**src/rtl/flit_inject_fifo.sv**
```systemverilog
// flit_inject_fifo: first-word fall-through injection FIFO between a
// non-stallable upstream flit source and a router local input port.
// Full-and-not-popping arrivals are dropped and flagged; accepted flits are
// checked for head/body/tail framing.
// Optional macro INJECT_STATS_EN: when defined, pkt_cnt/drop_cnt are live
// saturating counters; otherwise both outputs are tied to zero.
module flit_inject_fifo #(
  parameter int DATA_W = 20,
  parameter int DEPTH  = 8
) (
  input  logic              clk,
  input  logic              RST,
  input  logic [DATA_W-1:0] in_data,
  input  logic              in_valid,
  output logic [DATA_W-1:0] out_data,
  output logic              out_valid,
  input  logic              out_ready,
  input  logic              clr,
  output logic              ovf_err,
  output logic              fmt_err,
  output logic [15:0]       pkt_cnt,
  output logic [15:0]       drop_cnt
);

  localparam int AW    = (DEPTH > 1) ? $clog2(DEPTH) : 1;
  localparam int CNT_W = AW + 1;
  localparam logic [CNT_W-1:0] FULL = CNT_W'(DEPTH);

  // flit type encodings from the two top bits
  localparam logic [1:0] FT_BODY   = 2'b00;
  localparam logic [1:0] FT_TAIL   = 2'b01;
  localparam logic [1:0] FT_HEAD   = 2'b10;
  localparam logic [1:0] FT_SINGLE = 2'b11;

  localparam logic [0:0] ST_IDLE = 1'b0;
  localparam logic [0:0] ST_PKT  = 1'b1;

  logic [DEPTH-1:0][DATA_W-1:0] mem_q, mem_d;
  logic [AW-1:0]    wr_ptr_q, wr_ptr_d;
  logic [AW-1:0]    rd_ptr_q, rd_ptr_d;
  logic [CNT_W-1:0] cnt_q, cnt_d;
  logic [0:0]       st_q, st_d;
  logic             ovf_err_q, ovf_err_d;
  logic             fmt_err_q, fmt_err_d;

  logic       push, pop, drop;
  logic       pkt_done, fmt_bad;
  logic [1:0] ftype;

  // outputs come straight from registered state; no input-to-output path
  assign out_valid = (cnt_q != '0);
  assign out_data  = mem_q[rd_ptr_q];
  assign ovf_err   = ovf_err_q;
  assign fmt_err   = fmt_err_q;

  // a pop frees a slot in the same cycle, so a full FIFO can still accept
  assign pop   = out_valid & out_ready;
  assign push  = in_valid & ((cnt_q != FULL) | pop);
  assign drop  = in_valid & ~push;
  assign ftype = in_data[DATA_W-1 -: 2];

  // storage and pointer/count update; pointers wrap since DEPTH is 2^n
  always_comb begin
    mem_d    = mem_q;
    wr_ptr_d = wr_ptr_q;
    rd_ptr_d = rd_ptr_q;
    cnt_d    = cnt_q;
    if (push) begin
      mem_d[wr_ptr_q] = in_data;
      wr_ptr_d        = wr_ptr_q + 1'b1;
    end
    if (pop) rd_ptr_d = rd_ptr_q + 1'b1;
    case ({push, pop})
      2'b10:   cnt_d = cnt_q + 1'b1;
      2'b01:   cnt_d = cnt_q - 1'b1;
      default: cnt_d = cnt_q;
    endcase
  end

  // framing FSM, advanced only by accepted flits
  always_comb begin
    st_d     = st_q;
    pkt_done = 1'b0;
    fmt_bad  = 1'b0;
    if (push) begin
      if (st_q == ST_IDLE) begin
        case (ftype)
          FT_HEAD:   st_d = ST_PKT;
          FT_SINGLE: pkt_done = 1'b1;
          default:   fmt_bad = 1'b1;   // body/tail with no open packet
        endcase
      end else begin
        case (ftype)
          FT_BODY:   st_d = ST_PKT;
          FT_TAIL: begin
            st_d     = ST_IDLE;
            pkt_done = 1'b1;
          end
          default:   fmt_bad = 1'b1;   // head or single inside a packet
        endcase
      end
    end
  end

  // sticky error flags; clr wins over a same-cycle set
  always_comb begin
    ovf_err_d = ovf_err_q | drop;
    fmt_err_d = fmt_err_q | fmt_bad;
    if (clr) begin
      ovf_err_d = 1'b0;
      fmt_err_d = 1'b0;
    end
  end

  // storage is not reset; out_data is don't-care while out_valid is low
  always_ff @(posedge clk) begin
    mem_q <= mem_d;
  end

  // control state with asynchronous reset
  always_ff @(posedge clk or posedge RST) begin
    if (RST) begin
      wr_ptr_q  <= '0;
      rd_ptr_q  <= '0;
      cnt_q     <= '0;
      st_q      <= ST_IDLE;
      ovf_err_q <= 1'b0;
      fmt_err_q <= 1'b0;
    end else begin
      wr_ptr_q  <= wr_ptr_d;
      rd_ptr_q  <= rd_ptr_d;
      cnt_q     <= cnt_d;
      st_q      <= st_d;
      ovf_err_q <= ovf_err_d;
      fmt_err_q <= fmt_err_d;
    end
  end

`ifdef INJECT_STATS_EN
  logic [15:0] pkt_cnt_q, pkt_cnt_d;
  logic [15:0] drop_cnt_q, drop_cnt_d;

  // saturating statistics counters; clr wins over a same-cycle increment
  always_comb begin
    pkt_cnt_d  = pkt_cnt_q;
    drop_cnt_d = drop_cnt_q;
    if (pkt_done && pkt_cnt_q != 16'hFFFF) pkt_cnt_d  = pkt_cnt_q + 16'd1;
    if (drop && drop_cnt_q != 16'hFFFF)    drop_cnt_d = drop_cnt_q + 16'd1;
    if (clr) begin
      pkt_cnt_d  = '0;
      drop_cnt_d = '0;
    end
  end

  // counter registers
  always_ff @(posedge clk or posedge RST) begin
    if (RST) begin
      pkt_cnt_q  <= '0;
      drop_cnt_q <= '0;
    end else begin
      pkt_cnt_q  <= pkt_cnt_d;
      drop_cnt_q <= drop_cnt_d;
    end
  end

  assign pkt_cnt  = pkt_cnt_q;
  assign drop_cnt = drop_cnt_q;
`else
  // counters compiled out; packet-complete strobe has no consumer
  logic stats_unused;
  assign stats_unused = pkt_done;
  assign pkt_cnt      = '0;
  assign drop_cnt     = '0;
`endif

endmodule

```
**config.mk**
```make
export PLATFORM = sky130hd
export DESIGN_NAME = flit_inject_fifo
export DESIGN_NICKNAME = d
export VERILOG_FILES = /design/src/rtl/flit_inject_fifo.sv
export SDC_FILE = /design/constraint.sdc
export NUM_CORES = 1
export LEC_CHECK = 0
export CORE_ASPECT_RATIO = 1.25
export CORE_MARGIN = 2
export CORE_UTILIZATION = 48
export CTS_CLUSTER_SIZE = 30
export DETAILED_ROUTE_END_ITERATION = 6
export PLACE_DENSITY = 0.7
export SLEW_MARGIN = 40
export SYNTH_ARGS = -nofsm -noshare
export SYNTH_HDL_FRONTEND = slang
export SYNTH_SLANG_ARGS = --single-unit
```
**constraint.sdc**
```tcl
create_clock -name clk -period 5.26 [get_ports clk]
set_input_delay 0.526 -clock clk [delete_from_list [all_inputs] [get_ports clk]]
set_output_delay 0.526 -clock clk [all_outputs]
set_load 0.005 [all_outputs]
```
### Word-level counts from Yosys, hierarchy flattened

Cells that the tools add are included.

* $add $sub $neg: 4
* reductions and logical operators: 6
* equality and inequality tests: 6
* bitwise operators: 7
* magnitude comparators: 3
* multiplexer cells: 15

Operators by type and width (number)
* bitwise mux 160 bit: 1
* binary-select mux 20 bit (select 3 bit): 1
* demux 20 bit (select 3 bit): 1
* two-way mux 20 bit: 2
* two-way mux 1 bit: 9
* < comparator 3 x 4 -> 1 bit, second input constant: 2
* one-hot mux 4 bit (2 select lines): 1
* adder 3 x 1 -> 3 bit, second input constant: 2
* equality test 2 bit, second input constant: 3
* adder 4 x 1 -> 4 bit, second input constant: 1
* equality test 2 x 1 -> 1 bit, second input constant: 2
* inequality test 4 bit, second input constant: 1
* nonzero test 4 bit: 1
* OR reduction 2 bit: 2
* subtractor 4 x 1 -> 4 bit, second input constant: 1
* AND 1 bit: 3
* >= comparator 3 x 1 -> 1 bit, second input constant: 1
* OR 1 bit: 3
* logical NOT 2 bit: 1
* nonzero test 2 bit: 1
* logical AND 1 bit: 1
* inverter 1 bit: 1

* output and inout bits: 55
* bits in registers: 173
* logic and storage cells: 55

### Depth between registers and ports, before layout

* depth in word-level cells: 8
* gate-level depth with buffers: 8
* mapped depth without buffers: 8

### Worst setup path after synthesis

OpenSTA, ideal clock, no wires.

* kind: input to register
* from: in out_ready
* to: reg mem_q[80] (netlist name), enable pin
* buffers on the path: 0
* cell stages on the path: 3
* data arrival time: 2994 ps
* slack: 1810 ps
* cells stage by stage: nand2b_1 o21ai_4 nor4b_1

* longest elaborated chain between the ends: 3

Ends and longest elaborated chain
* from (decl): RTL line 17 `input logic out_ready,`
* AND 1 bit: RTL line 57 `assign pop = out_valid & out_ready;`
* OR 1 bit: RTL line 58 `assign push = in_valid & ((cnt_q != FULL) | pop);`
* AND 1 bit: RTL line 58
* to (signal assigned): RTL line 117 `mem_q <= mem_d;`
* to (decl): RTL line 38 `logic [DEPTH-1:0][DATA_W-1:0] mem_q, mem_d;`

No other way between the ends.
A chain may end at the register's enable or synchronous reset.

### Final worst setup path

* from: reg rd_ptr_q[0]
* to: out out_data[15]

* longest elaborated chain between the ends: 2

Ends and longest elaborated chain
* from (decl): RTL line 40 `logic [AW-1:0] rd_ptr_q, rd_ptr_d;`
* from (signal assigned): RTL line 131 `rd_ptr_q <= rd_ptr_d;`
* binary-select mux 20 bit (select 3 bit): RTL line 52 `assign out_data = mem_q[rd_ptr_q];`
* two-way mux 20 bit (implied by the code): RTL line 52
* to (decl): RTL line 15 `output logic [DATA_W-1:0] out_data,`

No other way between the ends. The select of a mux whose other input is x is not followed.

==> impl_metrics.tcl <==
set metrics [dict create \
    wire_per_inst_um 20.2 \
    dr.pass1.iters 4 \
    design_area_mm2 0.00848 \
    clock_sinks 173 \
    finalSetupViolations 0 \
    fin_cells 603 \
    max_freq_ghz 0.297 \
    vias 3341 \
    yosys.area.top_type "edfxtp_1" \
    seqCellArea_mm2 0.00513 \
    slowest_stage "dfrtp_4" \
    worst_setup_path_start_kind "flop" \
    worstPathCellList "buf_4 -> mux4_1 -> mux2_2 -> clkdlybuf4s50_1" \
    synth_flop_cell "edfxtp_1" \
    vdd_ir_drop_max_uv 268 \
    cap_violations 0 \
    grt-ovfl-total 0 \
    rsz0062_at_grt "false" \
    die_y_um 141 \
    crit_type "flop to output pin" \
    hold_viol 0 \
    grt_usage 0.163 \
    grt_pass1_wl_mm 18.9 \
    path_clk_slew_ns 0.06 \
    place_congestion 0.705 \
    dpl.cell_count 570 \
    clockRootBuffer "clkbuf_16" \
    row_count 50 \
    insertedDiodeCount 0 \
    end_kind "output pin" \
    cts_htree_levels 4 \
    hold_path.class "primary input to asynchronous set/reset pin" \
    status "finished clean" \
    clk-insertion-delay-late_ns 0.42 \
    ctsHoldBuffers 0 \
    wirelength_mm 12.2 \
    drt_iter0_drc 217 \
    areaGrowthSynthToFinish_pct 17.4 \
    tightestPinTransition_ns 0.666 \
    dp_hpwl_mm 7.50 \
    r2r_cells 7 \
    io_buffers 47 \
    async_reset_ff_frac 0.0751 \
    final.min_clock_period_ns 3.37 \
    num-nets-final 439 \
    synth_top_area_share 0.665 \
    final-max-slew-violation-count 0 \
    synth_cell_type_count 40 \
    layout-drive-gt1-share 0.192 \
    cts-resized-gates 0 \
    core_mm2 0.0148 \
    grt_max_degree 32 \
    drc 0 \
    fillers 1091 \
    leakagePower_nw 2.95 \
    initial_core_util 0.488 \
    drt.antenna.violating_nets 0 \
    dieArea_mm2 0.0161 \
    synth_area_leaders "edfxtp_1 66%, mux4_1 14%, dfrtp_1 4.5%" \
    die_w_um 114 \
    tns_ns 0 \
    cp_max_fo 31 \
    avgViaCountPerCell 5.54 \
    numCtsBuffers 17 \
    pin_count 80 \
    cts_tree "yes" \
    yosys_warnings 0 \
    synth_area_mm2 0.00723 \
    crit_required_ns 4.73 \
    syn_inst 344 \
    place_area_mm2 0.00786 \
    arrival_ns 2.84 \
    multiInputGateArea_mm2 0.00191 \
    synth_edf_count 160 \
    critPathMaxStageDelay_ns 0.77 \
    antenna_found_initial 0 \
    rrSetupSlack_ns 2.34 \
    grt_pass1_vias 3432 \
    slew_headroom 0.554 \
    clock_path_buffers 2 \
    cts_setup_buffers 0 \
    synth-seq-area-share 0.710 \
    ys_seq_elements 173 \
    finalCritPeriodShare 0.640 \
    power_density_mw_per_mm2 529 \
    skew_ns 0.00681 \
    syn_avg_cell_area_um2 21.0 \
]
flip-flops by register name (all words and copies together), names as in the netlist:
| register | flops |
|---|---|
| cnt_q | 4 |
| fmt_err | 1 |
| mem_q | 160 |
| ovf_err | 1 |
| rd_ptr_q | 3 |
| st_q | 1 |
| wr_ptr_q | 3 |
critical path, delay by kind of cell (launching register included):
family	cells	cell delay [ns]
buffers and inverters	2	0.77
flip-flops	1	0.77
multiplexers	2	0.87
synthesized netlist by cell type (all sizes together), types with 3 or more instances:
library cell and instances:
edfxtp 160, buf 44, mux4 40, mux2 23
dfrtp 13, inv 7, ha 5, nor3b 5
xnor2 5, nand2 4, nand3 3, nor3 3
o211ai 3
layer usage:
layer,vias up,share of wire,GRT usage
met5,-,0,0
met4,0,0.018,0.0629
met3,17,0.044,0.0417
met2,93,0.54,0.289
met1,1739,0.39,0.191
li1,1492,-,-
layout make-up:
cell class / instances / area share
Multi-Input combinational cell: 149 / 0.225
Timing Repair Buffer: 60 / 0.0674
Clock buffer: 17 / 0.0501
Inverter: 7 / 0.00310
Clock inverter: 15 / 0.0221
Tap cell: 182 / 0.0268
Sequential cell: 173 / 0.605
power by group:
group | switching [mW] | internal [mW] | leakage (nW)
Combinational | 0.520 | 0.774 | 1.04
Sequential | 0.187 | 1.74 | 1.61
Clock | 0.515 | 0.756 | 0.301
worst paths after layout:
| kind | startpoint | endpoint |
|---|---|---|
| min | RST | cnt_q[2] |
| max | rd_ptr_q[0] | out_data[15] |
| max in group asynchronous | RST | rd_ptr_q[0] |
| max reg2reg | cnt_q[1] | cnt_q[3] |
| min reg2reg | fmt_err | fmt_err |
| min in group clk | fmt_err | fmt_err |
cells by family (layout without fill, tap and decap cells):
kind of cell / Yosys count / count (layout) / synth area share
flip-flops: 173 / 173 / 0.710
multiplexers: 64 / 64 / 0.182
buffers and inverters: 53 / 99 / 0.0500
AND/OR/NAND/NOR: 26 / 26 / 0.0223
AO/OA/AOI/OAI: 14 / 14 / 0.0154
XOR/XNOR: 7 / 7 / 0.00848
adder cells (fa/ha/maj): 6 / 6 / 0.0114
other: 1 / 32 / 0.000519
placed cells by master, fill, tap and decap left out, types with 2 or more instances in the layout:
cell,netlist,routed
edfxtp_1,160,160
clkdlybuf4s50_1,0,47
mux4_1,39,39
conb_1,1,32
mux2_2,23,23
clkbuf_16,0,17
dfrtp_1,13,12
buf_4,32,12
inv_1,7,7
xnor2_1,5,5
ha_1,5,5
nand2_1,4,4
clkinv_4,0,4
o211ai_1,3,3
nor3b_1,5,3
nand3_1,3,3
clkinv_2,0,3
bufinv_16,0,3
xor2_1,2,2
nand2b_1,2,2
nor3_2,0,2
nor3b_2,0,2
a21oi_1,2,2
inv_8,0,2
inv_6,0,2
metrics by stage:
stage,util,worst slack (ns),hold WS [ns],power [mW]
5_1_grt,0.572,1.78,0.473,4.71
4_1_cts,0.571,1.84,0.433,4.54
3_3_place_gp,0.529,2.07,0.482,3.22
3_5_place_dp,0.530,1.96,0.486,3.27
2_1_floorplan,-,1.81,0.403,2.72
6_report,0.572,1.89,0.425,4.49
(Power assumes the default switching activity.)
